`src/rtl/div_seq_32bit.sv`:
```
// Iterative restoring divider, one quotient bit per cycle, for DIV/DIVU.
// Optional DIV_EARLY_EXIT_EN: skip iteration when |dividend| < |divisor|.
module div_seq_32bit #(
  parameter int WIDTH = 32
) (
  input  logic             clk,
  input  logic             reset,
  input  logic             start,
  input  logic             is_signed,
  input  logic [WIDTH-1:0] dividend,
  input  logic [WIDTH-1:0] divisor,
  output logic             busy,
  output logic             done,
  output logic [WIDTH-1:0] quotient,
  output logic [WIDTH-1:0] remainder,
  output logic             div_by_zero
);

  localparam int CW = $clog2(WIDTH + 1);

  typedef enum logic [1:0] {IDLE, ITER, FIXUP, DONE} state_t;

  state_t           state_q, state_d;
  logic [CW-1:0]    cnt_q, cnt_d;
  logic [WIDTH-1:0] a_q, a_d;
  logic [WIDTH-1:0] b_q, b_d;
  logic [WIDTH-1:0] p_q, p_d;
  logic [WIDTH-1:0] dvd_q, dvd_d;
  logic             sgn_q, sgn_d;
  logic             na_q, na_d;
  logic             nb_q, nb_d;
  logic             early_q, early_d;
  logic [WIDTH-1:0] quo_q, quo_d;
  logic [WIDTH-1:0] rem_q, rem_d;
  logic             dz_q, dz_d;

  logic [WIDTH-1:0] mag_a, mag_b;
  logic [WIDTH:0]   pw;
  logic [WIDTH-1:0] sub;
  logic             ge;
  logic             early;
  logic [WIDTH-1:0] fq, fr;

  always_comb begin
    mag_a = dividend;
    mag_b = divisor;
    if (is_signed && dividend[WIDTH-1]) mag_a = -dividend;
    if (is_signed && divisor[WIDTH-1])  mag_b = -divisor;
`ifdef DIV_EARLY_EXIT_EN
    early = (divisor != '0) && (mag_a < mag_b);
`else
    early = 1'b0;
`endif
    // pw < 2*b, so the difference always fits in WIDTH bits when kept
    pw  = {p_q, a_q[WIDTH-1]};
    ge  = pw >= {1'b0, b_q};
    sub = pw[WIDTH-1:0] - b_q;
    fq  = (sgn_q && (na_q ^ nb_q)) ? -a_q : a_q;
    fr  = (sgn_q && na_q) ? -p_q : p_q;

    state_d = state_q;
    cnt_d   = cnt_q;
    a_d     = a_q;
    b_d     = b_q;
    p_d     = p_q;
    dvd_d   = dvd_q;
    sgn_d   = sgn_q;
    na_d    = na_q;
    nb_d    = nb_q;
    early_d = early_q;
    quo_d   = quo_q;
    rem_d   = rem_q;
    dz_d    = dz_q;

    unique case (state_q)
      IDLE: begin
        if (start) begin
          a_d     = mag_a;
          b_d     = mag_b;
          p_d     = '0;
          cnt_d   = CW'(WIDTH);
          dvd_d   = dividend;
          sgn_d   = is_signed;
          na_d    = is_signed & dividend[WIDTH-1];
          nb_d    = is_signed & divisor[WIDTH-1];
          early_d = early;
          dz_d    = 1'b0;
          state_d = (divisor == '0 || early) ? FIXUP : ITER;
        end
      end
      ITER: begin
        p_d   = ge ? sub : pw[WIDTH-1:0];
        a_d   = {a_q[WIDTH-2:0], ge};
        cnt_d = cnt_q - CW'(1);
        if (cnt_q == CW'(1)) state_d = FIXUP;
      end
      FIXUP: begin
        if (b_q == '0) begin
          quo_d = '1;
          rem_d = dvd_q;
          dz_d  = 1'b1;
        end else if (early_q) begin
          quo_d = '0;
          rem_d = dvd_q;
        end else begin
          quo_d = fq;
          rem_d = fr;
        end
        state_d = DONE;
      end
      DONE: state_d = IDLE;
      default: state_d = IDLE;
    endcase
  end

  always_ff @(posedge clk or posedge reset) begin
    if (reset) begin
      state_q <= IDLE;
      cnt_q   <= '0;
      a_q     <= '0;
      b_q     <= '0;
      p_q     <= '0;
      dvd_q   <= '0;
      sgn_q   <= 1'b0;
      na_q    <= 1'b0;
      nb_q    <= 1'b0;
      early_q <= 1'b0;
      quo_q   <= '0;
      rem_q   <= '0;
      dz_q    <= 1'b0;
    end else begin
      state_q <= state_d;
      cnt_q   <= cnt_d;
      a_q     <= a_d;
      b_q     <= b_d;
      p_q     <= p_d;
      dvd_q   <= dvd_d;
      sgn_q   <= sgn_d;
      na_q    <= na_d;
      nb_q    <= nb_d;
      early_q <= early_d;
      quo_q   <= quo_d;
      rem_q   <= rem_d;
      dz_q    <= dz_d;
    end
  end

  assign busy        = (state_q == ITER) || (state_q == FIXUP);
  assign done        = (state_q == DONE);
  assign quotient    = quo_q;
  assign remainder   = rem_q;
  assign div_by_zero = dz_q;

endmodule

```
`config.mk`:
```
export PLATFORM = sky130hd
export DESIGN_NAME = div_seq_32bit
export DESIGN_NICKNAME = d
export VERILOG_FILES = /design/src/rtl/div_seq_32bit.sv
export SDC_FILE = /design/constraint.sdc
export NUM_CORES = 1
export LEC_CHECK = 0
export CAP_MARGIN = 20
export CORE_MARGIN = 3
export CORE_UTILIZATION = 45
export CTS_BUF_LIST = sky130_fd_sc_hd__clkbuf_8
export CTS_CLUSTER_DIAMETER = 50
export CTS_CLUSTER_SIZE = 16
export DETAILED_ROUTE_END_ITERATION = 7
export PLACE_DENSITY = 0.74
export SYNTH_ARGS = -nofsm -noshare
export SYNTH_HDL_FRONTEND = slang
export SYNTH_SLANG_ARGS = --single-unit
export TNS_END_PERCENT = 100
```
`constraint.sdc`:
```
create_clock -name clk -period 12.93 [get_ports clk]
set_clock_uncertainty 0.2 [all_clocks]
set_input_delay 2.586 -clock clk [delete_from_list [all_inputs] [get_ports clk]]
set_output_delay 2.586 -clock clk [all_outputs]
set_load 0.01 [all_outputs]
```
# --- Word-level counts from Yosys, hierarchy flattened ---
# Cells that the tools add are included.
classes:
  n_mux: 20
  addsub: 6
  reduce_logical: 14
  n_bitwise: 3
  eq_ne: 7
  n_lt_le_gt_ge: 1
ops:
  columns: ["operator", "count"]
  rows:
  - ["two-way mux 32 bit", 9]
  - ["negator 32 bit", 4]
  - ["case mux 32 bit (2 select lines)", 2]
  - ["logical NOT 32 bit", 2]
  - ["greater-or-equal comparator 33 x 32 -> 1 bit", 1]
  - ["subtractor 32 bit", 1]
  - ["case mux 6 bit (2 select lines)", 1]
  - ["case mux 2 bit (4 select lines)", 1]
  - ["equality test 6 x 1 -> 1 bit, second input constant", 1]
  - ["two-way mux 2 bit", 3]
  - ["two-way mux 6 bit", 1]
  - ["inequality test 2 bit, second input constant", 3]
  - ["AND reduction 2 bit", 3]
  - ["subtractor 6 x 1 -> 6 bit, second input constant", 1]
  - ["equality test 2 bit, second input constant", 2]
  - ["logical AND 1 bit", 4]
  - ["nonzero test 2 bit", 2]
  - ["AND reduction 3 bit", 1]
  - ["AND 1 bit", 2]
  - ["equality test 2 x 1 -> 1 bit, second input constant", 1]
  - ["logical NOT 2 bit", 1]
  - ["two-way mux 1 bit", 2]
  - ["case mux 1 bit (2 select lines)", 1]
  - ["logical OR 1 bit", 1]
  - ["XOR 1 bit", 1]
totals:
  elab_cells: 63
  output_inout_bits: 67
  ff_bits: 204
  input_bits: 68

# --- Logic depth before layout (Yosys ltp) ---
depth:
  word_depth: 4
  mapped_depth: 13
  mapped_depth_nobuf: 13

# --- Worst setup path after synthesis ---
# Ideal clock, no wire load.
synth_timing:
  path_type: "input-to-reg"
  from: "input port dividend[4]"
  to: "register a_q[20]"
  path_slack_ns: 8.150
  t_arrival_ns: 4.451
  n_path_buf: 0
  setup_time_ns: 0.129
  required_time_ns: 12.601
  cell_stages: 8
  path_cell_list: "nor4_1 nand2_1 or4_1 nor3_2 nand2_1 o31ai_1 xor2_1 o21ai_1"
synth_between:
  elab_chain_cells: 4
synth_lines:
  columns: ["item", "line_no", "text"]
  rows:
  - ["start: declaration", "10", "input logic [WIDTH-1:0] dividend,"]
  - ["negator 32 bit", "47", "if (is_signed && dividend[WIDTH-1]) mag_a = -dividend;"]
  - ["two-way mux 32 bit", "47", null]
  - ["two-way mux 32 bit", "77", "if (start) begin"]
  - ["case mux 32 bit (2 select lines)", "75", "unique case (state_q)"]
  - ["end signal: assignment", "120", "a_q <= '0;"]
  - ["end signal: assignment", "134", "a_q <= a_d;"]
  - ["end: declaration", "25", "logic [WIDTH-1:0] a_q, a_d;"]
# Every way passes these cells. The select of a mux whose other input is x is not followed.
# A chain may end at the register's enable or synchronous reset.

# --- Final worst setup path ---
layout_timing:
  from: "input port dividend[2]"
  to: "register a_q[20]"
# The elaborated chain is that of the path after synthesis.

==> impl_metrics.toml <==
[yosys]
ys_ff_latch = 204
synth.mux.area_fraction = 0.0597
synthCells = 1428
synth_cell_type_count = 70
synth_xor_area_frac = 0.105
syn_avg_cell_area_sq_um = 8.89
synth_edf_count = 0
syn_nets = 1539
yosys.area_share.simple = 0.142
synth_flop_cell = "dfrtp_1"
synthArstFlopShare = 1.00
yosys_warnings = 0
ys_seq_area_frac = 0.402
synth-compound-area-share = 0.203
synth_top_family_by_area = "compound AO/OA/AOI/OAI gates"
synthAdderAreaFrac = 0.0430
synth_area_sq_um = 12700

[final_layout]
multi_input_area_sq_um = 7060
nets = 1632
final_common_cell = "dfrtp_1"
final_cells = 1908
nFillCells = 2552
final_core_util = 0.543
syn_to_final_growth_pct = 16.9
seqCellArea_sq_um = 5100
n_antenna_cell = 0
mostFrequentLayoutCells = "dfrtp_1 (204), o21ai_0 (158), clkdlybuf4s50_1 (134)"
drive_gt1_frac = 0.0820

[route]
antenna_left = 0
num_vias = 10600
viasPerCell = 5.57
drtIter0Drc = 661
avgRoutedWirePerCell_um = 17.1
drt_wl_total_um = 32700
firstDrtPassIters = 5
drc = 0

[cts]
hold_buffers = 0
post_cts_buffers = 0
cts_resized = 0
numCtsBuffers = 23
cts_buffer_depth = 3
cts.sinks = 204
cts_root_buf = "clkbuf_8"
cts_tree = "built"
htree_levels = 1
clk_pin_slew_ns = 0.09
insertion_delay_ns = 0.55

[timing]
period_share = 0.413
tightest_slew_ns = 1.06
rsz0062_at_grt = "false"
fin_setup_tns_ns = 0
hold_violations = 0
setup_viol = 0
period_needed_ns = 5.34
maxSlewHeadroom = 0.295
max_freq_ghz = 0.187
drv_slew = 0

[die]
coreArea_sq_um = 27300
num_rows = 60
start_util = 0.465
dieHeight_um = 174
die_area_sq_um = 30300
die_w_um = 174
io_pins = 135

[hold_path]
hold_class = "flop to flop"

[setup_path]
end_kind = "flop"
critPathArrivalTime_ns = 5.55
critPathLaunchType = "primary input"
worstPathRequired_ns = 13.14
cp_max_fo = 6
critPathKind = "primary input to flop"

[place]
hpwl_um = 24700
placedCellCount = 1866
port_buffers = 134
routabilityCongestion = 0.905

[grt]
overflow = 0
antenna_found_initial = 0
grt_pass1_vias = 10300
grt_max_degree = 132
grt.total_usage = 0.210
grt_first_pass_wirelength_um = 53000

[job]
maxCapViolCount = 0

[pwr]
vdd_drop_max_v = 0.000143
power_density_nw_per_um2 = 277
p_leak_nw = 6.19

[outcome]
status = "complete, no violations"
[report_power, final]
group | total [W] | internal [W] | switching, W
clock | 0.000470 | 0.000215 | 0.000254
sequential | 0.00121 | 0.000923 | 0.000291
combinational | 0.00243 | 0.00107 | 0.00136
total | 0.00411 | 0.00220 | 0.00191
[logic make-up (layout without fill, tap and decap cells)]
| group | count (synthesis) | count (layout) |
|---|---|---|
| muxes | 69 | 69 |
| adders and majority gates | 43 | 43 |
| DFF | 204 | 204 |
| and+or+nand+nor | 385 | 385 |
| buffers and inverters | 146 | 254 |
| AOI/OAI and AO/OA | 429 | 429 |
| xor gates and xnor gates | 152 | 152 |
[area by class of cell]
class / count / area share
Inverter: 72 / 0.0187
Tap cell: 372 / 0.0314
Timing Repair Buffer: 142 / 0.0971
Sequential cell: 204 / 0.344
Clock inverter: 14 / 0.00936
Multi-Input combinational cell: 1078 / 0.475
Clock buffer: 26 / 0.0241
[state kept, by name, summed over array words and instances, names as in the netlist]
signal / count
p_q: 32
cnt_q: 6
a_q: 32
dvd_q: 32
state_q: 2
quotient: 32
div_by_zero: 1
nb_q: 1
na_q: 1
remainder: 32
sgn_q: 1
b_q: 32
[worst max-delay path, cell delays in order]
cell and delay, ns:
clkdlybuf4s50_1 0.54, nor4_1 0.64, nand2_1 0.21, or4_1 0.56, nor3_2 0.29, nand2_1 0.18, o31ai_1 0.29, xor2_1 0.19
o21ai_1 0.07
[cell usage after synthesis, types with 4 or more instances]
master    count  area share
or3_1         5      0.0025
o22a_1       18       0.012
a21oi_1     119       0.047
dfrtp_1     204        0.40
xor2_1       73       0.050
buf_1         9      0.0027
mux2_2       54       0.048
a32oi_1       9      0.0062
nor3_2        4      0.0032
nor2_1      121       0.036
and2_1        7      0.0034
mux2i_1      15       0.012
nand2_1     133       0.039
inv_1        72       0.021
o21ai_1      18      0.0071
or4_1         9      0.0053
nand4_1      11      0.0054
a31oi_1       8      0.0039
nor3_1       21      0.0083
a22oi_1      26       0.015
ha_1         42       0.041
a21o_1        9      0.0053
clkbuf_1     57       0.017
o21ai_0     160       0.063
nand2b_1     10      0.0049
nand3_1      17      0.0067
o41ai_1       6      0.0041
o31ai_1      10      0.0059
o22ai_1      12      0.0059
and3_1        4      0.0020
nor4_1       21       0.010
buf_2         4      0.0016
xnor2_1      79       0.055
[final timing paths]
path | from | to | slack, ns | depth (start not counted)
worst max-delay path | dividend[2] | a_q[20] | 7.59 | 9
worst min-delay path | dvd_q[18] | dvd_q[18] | 0.30 | 2
worst max register to register | p_q[14] | p_q[28] | 9.05 | 8
worst min register to register | dvd_q[18] | dvd_q[18] | 0.30 | 2
max in group asynchronous | reset | a_q[21] | 8.66 | 3
min in group asynchronous | reset | quotient[27] | 2.42 | 2
[layer usage]
metal | vias to the layer above | track usage | part of all wire | wire, um
met5 | - | 0 | 0 | 0
met4 | 0 | 0.0446 | 0.018 | 604
met3 | 51 | 0.0238 | 0.049 | 1590
met2 | 288 | 0.361 | 0.47 | 15500
met1 | 5034 | 0.286 | 0.46 | 15000
li1 | 5256 | - | - | -
[metrics by stage]
step	total power, W	instance area, sq um	hold slack [ns]	setup slack, ns
2_1_floorplan	0.00294	12700	0.250	4.58
3_3_place_gp	0.00358	14300	0.271	7.25
3_5_place_dp	0.00364	14300	0.278	7.13
4_1_cts	0.00411	14800	0.298	7.72
5_1_grt	0.00446	14800	0.316	7.45
6_report	0.00411	14800	0.297	7.59
(Power assumes the default switching activity.)
